**src/rtl/key_pulse_conditioner_if.sv**
```systemverilog
// rtl/key_pulse_conditioner_if.sv - key/repeat inputs and pulse/level/tally outputs of the key conditioner
interface key_pulse_conditioner_if;
   logic       key_n;
   logic       repeat_en;
   logic       pulse;
   logic       level;
   logic [7:0] press_count;

   modport master (
      output key_n,
      output repeat_en,
      input  pulse,
      input  level,
      input  press_count
   );

   modport slave (
      input  key_n,
      input  repeat_en,
      output pulse,
      output level,
      output press_count
   );
endinterface

```
**src/rtl/key_pulse_conditioner.sv**
```systemverilog
// rtl/key_pulse_conditioner.sv - debounced single-cycle press pulse, auto-repeat, level and press tally
module key_pulse_conditioner #(
   parameter int DEBOUNCE_CYCLES = 1000000,
   parameter int REPEAT_DELAY    = 25000000,
   parameter int REPEAT_RATE     = 5000000,
   parameter int CNT_W           = 25
) (
   input logic                    clock,
   input logic                    clear,
   key_pulse_conditioner_if.slave bus
);

   localparam logic [2:0] S_IDLE            = 3'd0;
   localparam logic [2:0] S_CONFIRM_PRESS   = 3'd1;
   localparam logic [2:0] S_HELD            = 3'd2;
   localparam logic [2:0] S_REPEAT          = 3'd3;
   localparam logic [2:0] S_CONFIRM_RELEASE = 3'd4;

   localparam logic [CNT_W-1:0] DB_LAST  = CNT_W'(DEBOUNCE_CYCLES - 1);
   localparam logic [CNT_W-1:0] RD_LAST  = CNT_W'(REPEAT_DELAY - 1);
   localparam logic [CNT_W-1:0] RR_LAST  = CNT_W'(REPEAT_RATE - 1);

   logic             sync1_q, sync2_q;
   logic             pressed_s;
   logic [2:0]       state_q, state_d;
   logic [CNT_W-1:0] cnt_q, cnt_d;
   logic             pulse_q, pulse_d;
   logic             level_q, level_d;
   logic [7:0]       press_count_q, press_count_d;

   // Both synchroniser flops reset to the released (high) state so reset never looks like a press.
   always_ff @(posedge clock or negedge clear) begin
      if (!clear) begin
         sync1_q <= 1'b1;
         sync2_q <= 1'b1;
      end else begin
         sync1_q <= bus.key_n;
         sync2_q <= sync1_q;
      end
   end

   assign pressed_s = ~sync2_q;

   always_comb begin
      state_d = state_q;
      cnt_d   = cnt_q + 1'b1;
      pulse_d = 1'b0;
      level_d = level_q;

      case (state_q)
         S_IDLE: begin
            if (pressed_s) begin
               state_d = S_CONFIRM_PRESS;
            end
         end
         S_CONFIRM_PRESS: begin
            if (!pressed_s) begin
               state_d = S_IDLE;
            end else if (cnt_q == DB_LAST) begin
               state_d = S_HELD;
               pulse_d = 1'b1;
               level_d = 1'b1;
            end
         end
         S_HELD: begin
            if (!pressed_s) begin
               state_d = S_CONFIRM_RELEASE;
            end else if (bus.repeat_en && (cnt_q == RD_LAST)) begin
               state_d = S_REPEAT;
               pulse_d = 1'b1;
            end
         end
         // Release is tested first so it wins over a coincident repeat tick.
         S_REPEAT: begin
            if (!pressed_s) begin
               state_d = S_CONFIRM_RELEASE;
            end else if (!bus.repeat_en) begin
               state_d = S_HELD;
            end else if (cnt_q == RR_LAST) begin
               cnt_d   = '0;
               pulse_d = 1'b1;
            end
         end
         S_CONFIRM_RELEASE: begin
            if (pressed_s) begin
               state_d = S_HELD;
            end else if (cnt_q == DB_LAST) begin
               state_d = S_IDLE;
               level_d = 1'b0;
            end
         end
         default: begin
            state_d = S_IDLE;
            level_d = 1'b0;
         end
      endcase

      if (state_d != state_q) begin
         cnt_d = '0;
      end

      press_count_d = press_count_q + {7'd0, pulse_d};
   end

   always_ff @(posedge clock or negedge clear) begin
      if (!clear) begin
         state_q       <= S_IDLE;
         cnt_q         <= '0;
         pulse_q       <= 1'b0;
         level_q       <= 1'b0;
         press_count_q <= 8'd0;
      end else begin
         state_q       <= state_d;
         cnt_q         <= cnt_d;
         pulse_q       <= pulse_d;
         level_q       <= level_d;
         press_count_q <= press_count_d;
      end
   end

   assign bus.pulse       = pulse_q;
   assign bus.level       = level_q;
   assign bus.press_count = press_count_q;

endmodule

```
**src/flat_wrapper.sv**
```systemverilog
// flat-port wrapper written by rule: the top's interface ports become plain ports
module key_pulse_conditioner_flat 
#(
   parameter int DEBOUNCE_CYCLES = 1000000,
   parameter int REPEAT_DELAY    = 25000000,
   parameter int REPEAT_RATE     = 5000000,
   parameter int CNT_W           = 25
)
  (clock, clear, bus_key_n, bus_repeat_en, bus_pulse, bus_level, bus_press_count);
  key_pulse_conditioner_if bus_i ();
  input logic clock;
  input logic clear;
  input wire logic [$bits(bus_i.key_n)-1:0] bus_key_n;
  input wire logic [$bits(bus_i.repeat_en)-1:0] bus_repeat_en;
  output wire logic [$bits(bus_i.pulse)-1:0] bus_pulse;
  output wire logic [$bits(bus_i.level)-1:0] bus_level;
  output wire logic [$bits(bus_i.press_count)-1:0] bus_press_count;
  assign bus_i.key_n = bus_key_n;
  assign bus_i.repeat_en = bus_repeat_en;
  assign bus_pulse = bus_i.pulse;
  assign bus_level = bus_i.level;
  assign bus_press_count = bus_i.press_count;
  key_pulse_conditioner #(.DEBOUNCE_CYCLES(DEBOUNCE_CYCLES), .REPEAT_DELAY(REPEAT_DELAY), .REPEAT_RATE(REPEAT_RATE), .CNT_W(CNT_W)) u_core (.clock(clock), .clear(clear), .bus(bus_i));
endmodule
```
**config.mk**
```make
export PLATFORM = sky130hd
export DESIGN_NAME = key_pulse_conditioner_flat
export DESIGN_NICKNAME = d
export VERILOG_FILES = /design/src/rtl/key_pulse_conditioner_if.sv /design/src/rtl/key_pulse_conditioner.sv /design/src/flat_wrapper.sv
export SDC_FILE = /design/constraint.sdc
export NUM_CORES = 1
export LEC_CHECK = 0
export BUFFER_PORTS_ARGS = -buffer_cell sky130_fd_sc_hd__buf_2
export CORE_UTILIZATION = 65
export DETAILED_ROUTE_END_ITERATION = 12
export GPL_ROUTABILITY_DRIVEN = 0
export GPL_TIMING_DRIVEN = 0
export HOLD_SLACK_MARGIN = 0.06
export PLACE_DENSITY = 0.89
export REMOVE_ABC_BUFFERS = 1
export SKIP_CTS_REPAIR_TIMING = 1
export SLEW_MARGIN = 40
export SYNTH_ARGS = -nofsm -noshare
export SYNTH_HDL_FRONTEND = slang
export SYNTH_SLANG_ARGS = --single-unit
```
**constraint.sdc**
```tcl
create_clock -name clock -period 7.15 [get_ports clock]
set_clock_uncertainty 0.2 [all_clocks]
set_input_delay 1.7875 -clock clock [delete_from_list [all_inputs] [get_ports clock]]
set_output_delay 1.7875 -clock clock [all_outputs]
set_load 0.02 [all_outputs]
```
==> results.ini, run 1 <==
[min_path]
holdPathStages = 0
hold_end = u_core.sync2_q$_DFF_PN1_
hold_path.class = flip-flop to flip-flop
min_from = u_core.sync1_q$_DFF_PN1_

[sta]
finalHoldViolCount = 0
maxSlewHeadroom_pct = 54.9
worst_pin_slew_ns = 0.674
setup_viol = 0
fmaxAchievable_mhz = 245
setup_tns_ns = 0
fin_crit_sh_pct = 57.0
grt_setup_unrepaired = no
period_needed_ns = 4.08
finalMaxSlewViolations = 0
fin_ws_ns = 3.07

[grt]
grt_pass1_wl_um = 6810
antenna_found_initial = 0
grt_usage_pct = 25.8
grt_max_degree = 41
grt_overflow = 0
grt_pass1_vias = 1503

[cells_and_area]
stdcell_count = 274
nets = 236
n_antenna_cell = 0
syn_to_final_growth_pct = 7.37
layout-drive-gt1-share_pct = 24.3
fin_util_pct = 76.3

[drt]
routedWlPerCell_um = 15.1
first_pass_iters = 6
ant_nets = 0
drc = 0
first_iter_violations = 102
wirelength_um = 4130
num_vias = 1681
vias_per_cell = 6.14

[logic_synthesis]
yosysTopAreaCellShare_pct = 42.4
yosys.area.top_type = dfrtp_1
synth-seq-cells = 40
netlist_instances = 214
synthTopCellsByArea = dfrtp_1, nor3_2, xnor2_1
yosysUniqueCellTypes = 45
synth.most_common_cell = dfrtp_1
netlist_area_sq_mm = 0.00224
ys.flop_type = dfrtp_1
synth_edf_count = 0
syn-mean-instance-area_sq_um = 10.5
synth_common_cells = dfrtp_1, xnor2_1, nor3_2
ys_warn_count = 0
synthArstFlopShare_pct = 100
yosysSeqAreaShare_pct = 44.8

[floorplan]
fp.coreArea_sq_mm = 0.00315
design.die.area_sq_mm = 0.00369
start_util_pct = 71.1
rows = 20
dieHeight_um = 60.7
ios = 14
die_w_um = 60.7

[critical_path]
cp-end-kind = flip-flop
critPathKind = input pin to flip-flop
r2r_cells = 10
crit_required_ns = 7.24
reg2reg_to = u_core.bus.press_count[6]$_DFF_PN0_
critPathMaxFanout = 3
r2r_slack_ns = 3.59
start_kind = input pin
reg2reg_from = u_core.cnt_q[21]$_DFF_PN0_
cp_data_arrival_time_ns = 4.16

[cts]
clk_pin_slew_ns = 0.13
cts.root.buffer_cell = clkbuf_4
clock_sinks = 40
htreeDepth = 2
clk_latency_ns = 0.36
cts_tree = built
clockBufferDepth = 2
cts-buffers-inserted = 5

[pwr]
p_int_w = 0.000313
pwr-share-seq_pct = 56.1
netSwitchingPower_w = 0.000104
clkPwrFrac_pct = 36.6
peakVddDrop_v = 0.000108
pwr-share-comb_pct = 7.3
powerDensity_mw_per_mm2 = 173
finalPower_w = 0.000417
swShare_pct = 24.8
cellLeakagePower_nw = 0.968

[outcome]
outcome = finished clean

[placement]
detailed_place_hpwl_um = 2910
pre_cts_ws_ns = 2.76
port_buffers = 13
dp_cells = 266

[flow_run]
drv_cap = 0

-- layout make-up --
| cell class | count | area (sq um) |
|---|---|---|
| clock buffer | 5 | 37.5 |
| clock inverter | 3 | 47.5 |
| fill | 233 | 747 |
| inverter | 7 | 26.3 |
| multi-input combinational | 160 | 1140 |
| sequential | 40 | 1000 |
| tap | 44 | 55.1 |
| timing repair buffer | 15 | 93.8 |
-- registers in the layout, indices dropped and copies added, names as in the netlist --
signal / flops
u_core.bus.pulse: 1
u_core.bus.level: 1
u_core.sync1_q: 1
u_core.cnt_q: 25
u_core.sync2_q: 1
u_core.bus.press_count: 8
u_core.state_q: 3
-- cell usage in the layout, fill, tap and decap left out, drive strengths merged, types with 2 or more instances in the layout --
cell type,count
a21oi,2
a41oi,3
and2,3
and3,2
and4,4
buf,15
clkbuf,5
clkinv,2
dfrtp,38
dfstp,2
ha,3
inv,7
nand2,16
nand3,13
nand3b,2
nand4,8
nor2,16
nor3,34
nor4,4
o21ai,3
or2,2
or4,3
or4b,3
xnor2,20
xor2,9
-- logic make-up (layout without fill, tap and decap cells) --
family,count (synthesis),after routing,share of synthesized area [%]
AO/OA/AOI/OAI,14,14,5.25
XOR/XNOR,29,29,11.3
adder cells (fa/ha/maj),3,3,1.68
buffers and inverters,14,30,4.35
flip-flops,40,40,44.8
multiplexers,1,1,0.447
AND/OR/NAND/NOR,113,113,32.2
-- metal layers --
| layer | part of all wire (%) | global-route usage (%) | vias to the layer above |
|---|---|---|---|
| li1 | - | - | 807 |
| met1 | 47 | 36.7 | 830 |
| met2 | 47 | 39.1 | 36 |
| met3 | 4.2 | 5.12 | 8 |
| met4 | 1.7 | 10.7 | 0 |
| met5 | 0 | 0 | - |
-- worst max-delay path, stage by stage --
cell,delay [ns]
buf_2,0.09
nand2_1,0.09
or4_4,0.50
nor4_1,0.37
a21oi_1,0.08
o21ai_0,0.31
ha_1,0.26
ha_1,0.21
nand3_1,0.16
nor2_1,0.16
xor2_1,0.15
-- power by group through the flow --
stage / registers (W) / clock network [W] / logic, W
finish: 0.000234 / 0.000153 / 0.0000304
global route: 0.000234 / 0.000167 / 0.0000338
CTS: 0.000234 / 0.000156 / 0.0000309
detailed placement: 0.000238 / 0 / 0.0000308
global placement: 0.000238 / 0 / 0.0000277
floorplan: 0.000237 / 0 / 0.0000184
-- through the flow --
| step | hold slack [ns] | cell area, sq um |
|---|---|---|
| finish | 0.165 | 2410 |
| CTS | 0.166 | 2410 |
| floorplan | 0.145 | 2170 |
| global placement | 0.147 | 2290 |
| global route | 0.171 | 2410 |
| detailed placement | 0.147 | 2320 |
-- worst max-delay path by stage --
stage	endpoint	start	cells past startpoint	slack [ns]
floorplan	u_core.cnt_q[24]$_DFF_PN0_	bus_repeat_en	5	3.20
global placement	u_core.bus.press_count[6]$_DFF_PN0_	bus_repeat_en	11	2.76
detailed placement	u_core.bus.press_count[6]$_DFF_PN0_	bus_repeat_en	11	2.76
CTS	u_core.bus.press_count[6]$_DFF_PN0_	bus_repeat_en	11	3.14
global route	u_core.bus.press_count[6]$_DFF_PN0_	bus_repeat_en	11	2.92
finish	u_core.bus.press_count[6]$_DFF_PN0_	bus_repeat_en	11	3.07
Power figures use the tool's default switching activity.
==> run 2: changes to the inputs <==
Settings changed: CORE_UTILIZATION 65 to 60, PLACE_DENSITY 0.89 to 0.83.
Clock period 7.15 ns to 3.75 ns, I/O delays scaled along.
==> results.ini, run 2 (synthesis gave the netlist of run 1 again) <==
[cts]
cts-buffers-inserted = 5  ; unchanged
clk_latency_ns = 0.30  ; -0.06 ns
cts.root.buffer_cell = clkbuf_8
clock_sinks = 40  ; unchanged
htreeDepth = 2  ; unchanged
clk_pin_slew_ns = 0.08  ; -0.05 ns
clockBufferDepth = 2  ; unchanged
cts_tree = built

[grt]
grt_usage_pct = 24.0  ; -1.8 points
grt_pass1_vias = 1596  ; +6.2%
grt_pass1_wl_um = 7360  ; +8.0%
antenna_found_initial = 0  ; unchanged
grt_max_degree = 41  ; unchanged
grt_overflow = 0  ; unchanged

[critical_path]
cp_cell_sequence = or4b_2 -> nor3_1 -> and3_1 -> a21oi_1 -> o21ai_0 -> ha_1 -> ha_1 -> nand3_1 -> nor2_1 -> xor2_1
critPathMaxFanout = 6  ; +3
worst_path_max_delay_cell = or4b_2
crit_top_cell = ha_1
start_kind = flip-flop
worst-path-buf-inv = 0  ; -1
r2r_cells = 10  ; unchanged
reg2reg_to = u_core.bus.press_count[6]$_DFF_PN0_
max_stage_delay_ns = 0.67  ; +0.17 ns
reg2reg_from = u_core.cnt_q[21]$_DFF_PN0_
crit_required_ns = 3.78  ; -3.46 ns
r2r_slack_ns = 0.34  ; -3.25 ns
cp-end-kind = flip-flop
cp_data_arrival_time_ns = 3.44  ; -0.72 ns
crit_family = simple AND/OR/NAND/NOR gates
critPathKind = flip-flop to flip-flop

[drt]
ant_nets = 0  ; unchanged
drc = 0  ; unchanged
wirelength_um = 4180  ; +1.2%
vias_per_cell = 5.85  ; -4.6%
num_vias = 1615  ; -3.9%
routedWlPerCell_um = 15.1  ; +0.45%
first_iter_violations = 90  ; -12%
first_pass_iters = 4  ; -2

[outcome]
outcome = finished clean

[sta]
period_needed_ns = 3.41
worst_pin_slew_ns = 0.648  ; -0.0259 ns
maxSlewHeadroom_pct = 56.6  ; +1.7 points
finalMaxSlewViolations = 0  ; unchanged
fmaxAchievable_mhz = 293
grt_setup_unrepaired = no
fin_crit_sh_pct = 91.0
finalHoldViolCount = 0  ; unchanged
setup_viol = 0  ; unchanged
setup_tns_ns = 0  ; unchanged

[pwr]
netSwitchingPower_w = 0.000201  ; +95%
pwr-share-comb_pct = 7.4  ; about the same
p_int_w = 0.000601  ; +92%
clkPwrFrac_pct = 37.1  ; +0.5 points
cellLeakagePower_nw = 0.973  ; +0.58%
swShare_pct = 25.1  ; +0.24 points
powerDensity_mw_per_mm2 = 332  ; +92%
pwr-share-seq_pct = 55.6  ; -0.5 points
peakVddDrop_v = 0.000303  ; +180%
finalPower_w = 0.000803  ; +93%

[floorplan]
design.die.area_sq_mm = 0.00398  ; +8.1%
fp.coreArea_sq_mm = 0.00347  ; +10%
die_w_um = 63.1  ; +4.0%
dieHeight_um = 63.1  ; +4.0%
start_util_pct = 64.6  ; -6.5 points
rows = 21  ; +5.0%
ios = 14  ; unchanged

[cells_and_area]
largest_register_ffs = 25  ; unchanged
stdcell_count = 276  ; +0.73%
n_antenna_cell = 0  ; unchanged
regMostFlops = u_core.cnt_q
nets = 236  ; unchanged
layout_common_cells = dfrtp_1, xnor2_1, nor3_2
layout-drive-gt1-share_pct = 24.3  ; unchanged
fillers = 281  ; +21%
layout_commonest_cell = dfrtp_1
syn_to_final_growth_pct = 7.82

[flow_run]
drv_cap = 0  ; unchanged

[min_path]
min_from = u_core.sync1_q$_DFF_PN1_
holdPathStages = 0  ; unchanged
hold_end = u_core.sync2_q$_DFF_PN1_
hold_path.class = flip-flop to flip-flop

[placement]
port_buffers = 13  ; unchanged
dp_cells = 268  ; +0.75%
detailed_place_hpwl_um = 2910  ; +0.20%

==> run 2: metrics by stage <==
stage               hold WS (ns)  worst slack (ns)  util, %  instance area, sq um
detailed placement         0.148             0.235     67.0                  2320
finish                     0.157             0.338     69.7                  2420
global placement           0.145             0.312     66.1                  2290
floorplan                  0.145             0.654        -                  2170
global route               0.168            0.0358     69.7                  2420
CTS                        0.159             0.365     69.7                  2420
==> run 2: power by group through the flow <==
stage	combinational (W)	sequential (W)	clock (W)
4_1_cts	0.0000605	0.000446	0.000300
3_3_place_gp	0.0000533	0.000454	0
5_1_grt	0.0000661	0.000447	0.000318
3_5_place_dp	0.0000596	0.000454	0
6_report	0.0000590	0.000446	0.000298
2_1_floorplan	0.0000350	0.000452	0
==> run 2: area by class of cell <==
class                   instances  area, sq um  area share (%)
flip-flops and latches         40         1000            41.5
clock buffers                   6         82.6            3.42
inverters                       7         26.3            1.09
multi-input cells             160         1140            47.3
repair buffers                 15         93.8            3.88
clock inverters                 2         10.0           0.414
well taps                      46         57.6            2.38
==> run 2: worst max-delay path by stage <==
stage	startpoint	endpoint	slack [ns]	cells past startpoint
floorplan	bus_repeat_en	u_core.cnt_q[24]$_DFF_PN0_	0.65	5
global placement	bus_repeat_en	u_core.cnt_q[3]$_DFF_PN0_	0.31	6
detailed placement	bus_repeat_en	u_core.bus.press_count[6]$_DFF_PN0_	0.24	11
global route	u_core.cnt_q[21]$_DFF_PN0_	u_core.bus.press_count[6]$_DFF_PN0_	0.04	10
CTS	u_core.cnt_q[21]$_DFF_PN0_	u_core.bus.press_count[6]$_DFF_PN0_	0.37	10
finish	u_core.cnt_q[21]$_DFF_PN0_	u_core.bus.press_count[6]$_DFF_PN0_	0.34	10
==> run 2: routing by layer <==
layer	wire length [um]	up-vias	global-route usage, %	share of wire (%)
li1	-	799	-	-
met1	1880	778	30.6	45
met2	2110	33	39.8	50
met3	161	5	4.35	3.9
met4	30	0	10.5	0.72
met5	0	-	0	0
==> run 3: changes to the inputs <==
Settings changed: CORE_UTILIZATION 60 to 50, PLACE_DENSITY 0.83 to 0.68.
==> results.ini, run 3 (synthesis gave the netlist of run 1 again) <==
[critical_path]
reg2reg_from = u_core.cnt_q[21]$_DFF_PN0_
worst-path-buf-inv = 0  ; unchanged
worst_path_max_delay_cell = or4b_2
start_kind = flip-flop
max_stage_delay_ns = 0.67  ; about the same
critPathKind = flip-flop to flip-flop
critPathMaxFanout = 6  ; unchanged
crit_required_ns = 3.77  ; about the same
cp_data_arrival_time_ns = 3.50  ; +0.06 ns
cp_cell_sequence = or4b_2 -> nor3_1 -> and3_1 -> a21oi_1 -> o21ai_0 -> ha_1 -> ha_1 -> nand3_1 -> nor2_1 -> xor2_1
cp-startpoint = u_core.cnt_q[21]$_DFF_PN0_
crit_family = simple AND/OR/NAND/NOR gates
crit_top_cell = ha_1
cp-end-kind = flip-flop

[sta]
fin_crit_sh_pct = 92.7  ; +1.8 points
finalMaxSlewViolations = 0  ; unchanged
setup_viol = 0  ; unchanged
maxSlewHeadroom_pct = 53.9  ; -2.7 points
fin_ws_ns = 0.272  ; -0.0658 ns
worst_pin_slew_ns = 0.689  ; +0.0406 ns
period_needed_ns = 3.48  ; +0.0658 ns
finalHoldViolCount = 0  ; unchanged
fmaxAchievable_mhz = 288  ; -1.9%
setup_tns_ns = 0  ; unchanged
grt_setup_unrepaired = no

[cells_and_area]
layout_common_cells = dfrtp_1, xnor2_1, nor3_2
seqCellArea_sq_mm = 0.00100  ; unchanged
fillers = 375  ; +33%
n_antenna_cell = 0  ; unchanged
nets = 236  ; unchanged
fin_util_pct = 58.2  ; -11 points
layout-drive-gt1-share_pct = 24.3  ; unchanged
layout_commonest_cell = dfrtp_1
syn_to_final_growth_pct = 7.65
multi_input_area_sq_mm = 0.00114  ; unchanged
largest_register_ffs = 25  ; unchanged
regMostFlops = u_core.cnt_q

[floorplan]
dieHeight_um = 68.9  ; +9.2%
fp.coreArea_sq_mm = 0.00414  ; +19%
rows = 23  ; +9.5%
die_w_um = 68.9  ; +9.2%
design.die.area_sq_mm = 0.00475  ; +19%
start_util_pct = 54.1  ; -11 points
ios = 14  ; unchanged

[pwr]
peakVddDrop_v = 0.000266  ; -12%
cellLeakagePower_nw = 0.969  ; -0.44%
finalPower_w = 0.000780  ; -2.8%
powerDensity_mw_per_mm2 = 323  ; -2.7%

[placement]
pre_cts_ws_ns = 0.125  ; -0.110 ns
port_buffers = 13  ; unchanged
detailed_place_hpwl_um = 2940  ; +1.1%

[drt]
routedWlPerCell_um = 15.0  ; -1.1%
first_iter_violations = 102  ; +13%
drc = 0  ; unchanged
first_pass_iters = 4  ; unchanged
wirelength_um = 4200  ; +0.33%
ant_nets = 0  ; unchanged
num_vias = 1594  ; -1.3%
vias_per_cell = 5.69  ; -2.7%

[grt]
grt_max_degree = 41  ; unchanged
antenna_found_initial = 0  ; unchanged
grt_overflow = 0  ; unchanged
grt_pass1_vias = 1539  ; -3.6%
grt_usage_pct = 20.6  ; -3.4 points
grt_pass1_wl_um = 7120  ; -3.2%

[flow_run]
drv_cap = 0  ; unchanged

[cts]
cts_tree = built
cts.root.buffer_cell = clkbuf_8
htreeDepth = 2  ; unchanged
clockBufferDepth = 2  ; unchanged
clock_sinks = 40  ; unchanged
clk_latency_ns = 0.29  ; about the same
clk_pin_slew_ns = 0.08  ; about the same
cts-buffers-inserted = 5  ; unchanged

[min_path]
hold_path.class = flip-flop to flip-flop
min_from = u_core.sync1_q$_DFF_PN1_

[outcome]
outcome = finished clean

run 3: final cells by class:
| cell class | instances | share of cell area, % |
|---|---|---|
| Multi-Input combinational cell | 160 | 47.4 |
| Sequential cell | 40 | 41.6 |
| Timing Repair Buffer | 15 | 3.73 |
| Clock buffer | 5 | 2.85 |
| Tap cell | 50 | 2.59 |
| Inverter | 7 | 1.09 |
| Clock inverter | 3 | 0.778 |
run 3: path summary, 6_finish.rpt:
check	to	slack, ns	depth (start not counted)
setup reg to reg	u_core.bus.press_count[6]$_DFF_PN0_	0.27	10
hold reg to reg	u_core.sync2_q$_DFF_PN1_	0.16	0
hold / removal	u_core.sync2_q$_DFF_PN1_	0.16	0
min in group asynchronous	u_core.bus.level$_DFFE_PN0P_	0.41	1
max in group asynchronous	u_core.sync1_q$_DFF_PN1_	2.59	1
setup / recovery	u_core.bus.press_count[6]$_DFF_PN0_	0.27	10
run 3: per-stage QoR:
step / area, sq um / hold WS (ns) / cells
detailed placement: 2320 / 0.147 / 272
global route: 2410 / 0.168 / 280
CTS: 2410 / 0.158 / 280
finish: 2410 / 0.158 / 280
global placement: 2300 / 0.147 / 270
floorplan: 2170 / 0.145 / 207
run 3: worst reg2reg max path, stage by stage, from the launching register on:
cell and delay [ns]:
dfrtp_1 0.42, or4b_2 0.67, nor3_1 0.44, and3_1 0.34, a21oi_1 0.09, o21ai_0 0.35, ha_1 0.28, ha_1 0.20
nand3_1 0.12, nor2_1 0.15, xor2_1 0.15
run 3: per-layer routing:
layer / GRT usage (%) / share of wire [%]
met1: 26.7 / 50
met2: 32.9 / 46
met3: 5.10 / 3.2
met4: 8.16 / 1.5
met5: 0 / 0
run 3: power by group:
group | switching, W | internal [W] | leakage (nW)
clock | 0.000146 | 0.000129 | 0.0479
combinational | 0.0000424 | 0.0000159 | 0.373
sequential | 0.00000773 | 0.000438 | 0.548
total | 0.000197 | 0.000584 | 0.969
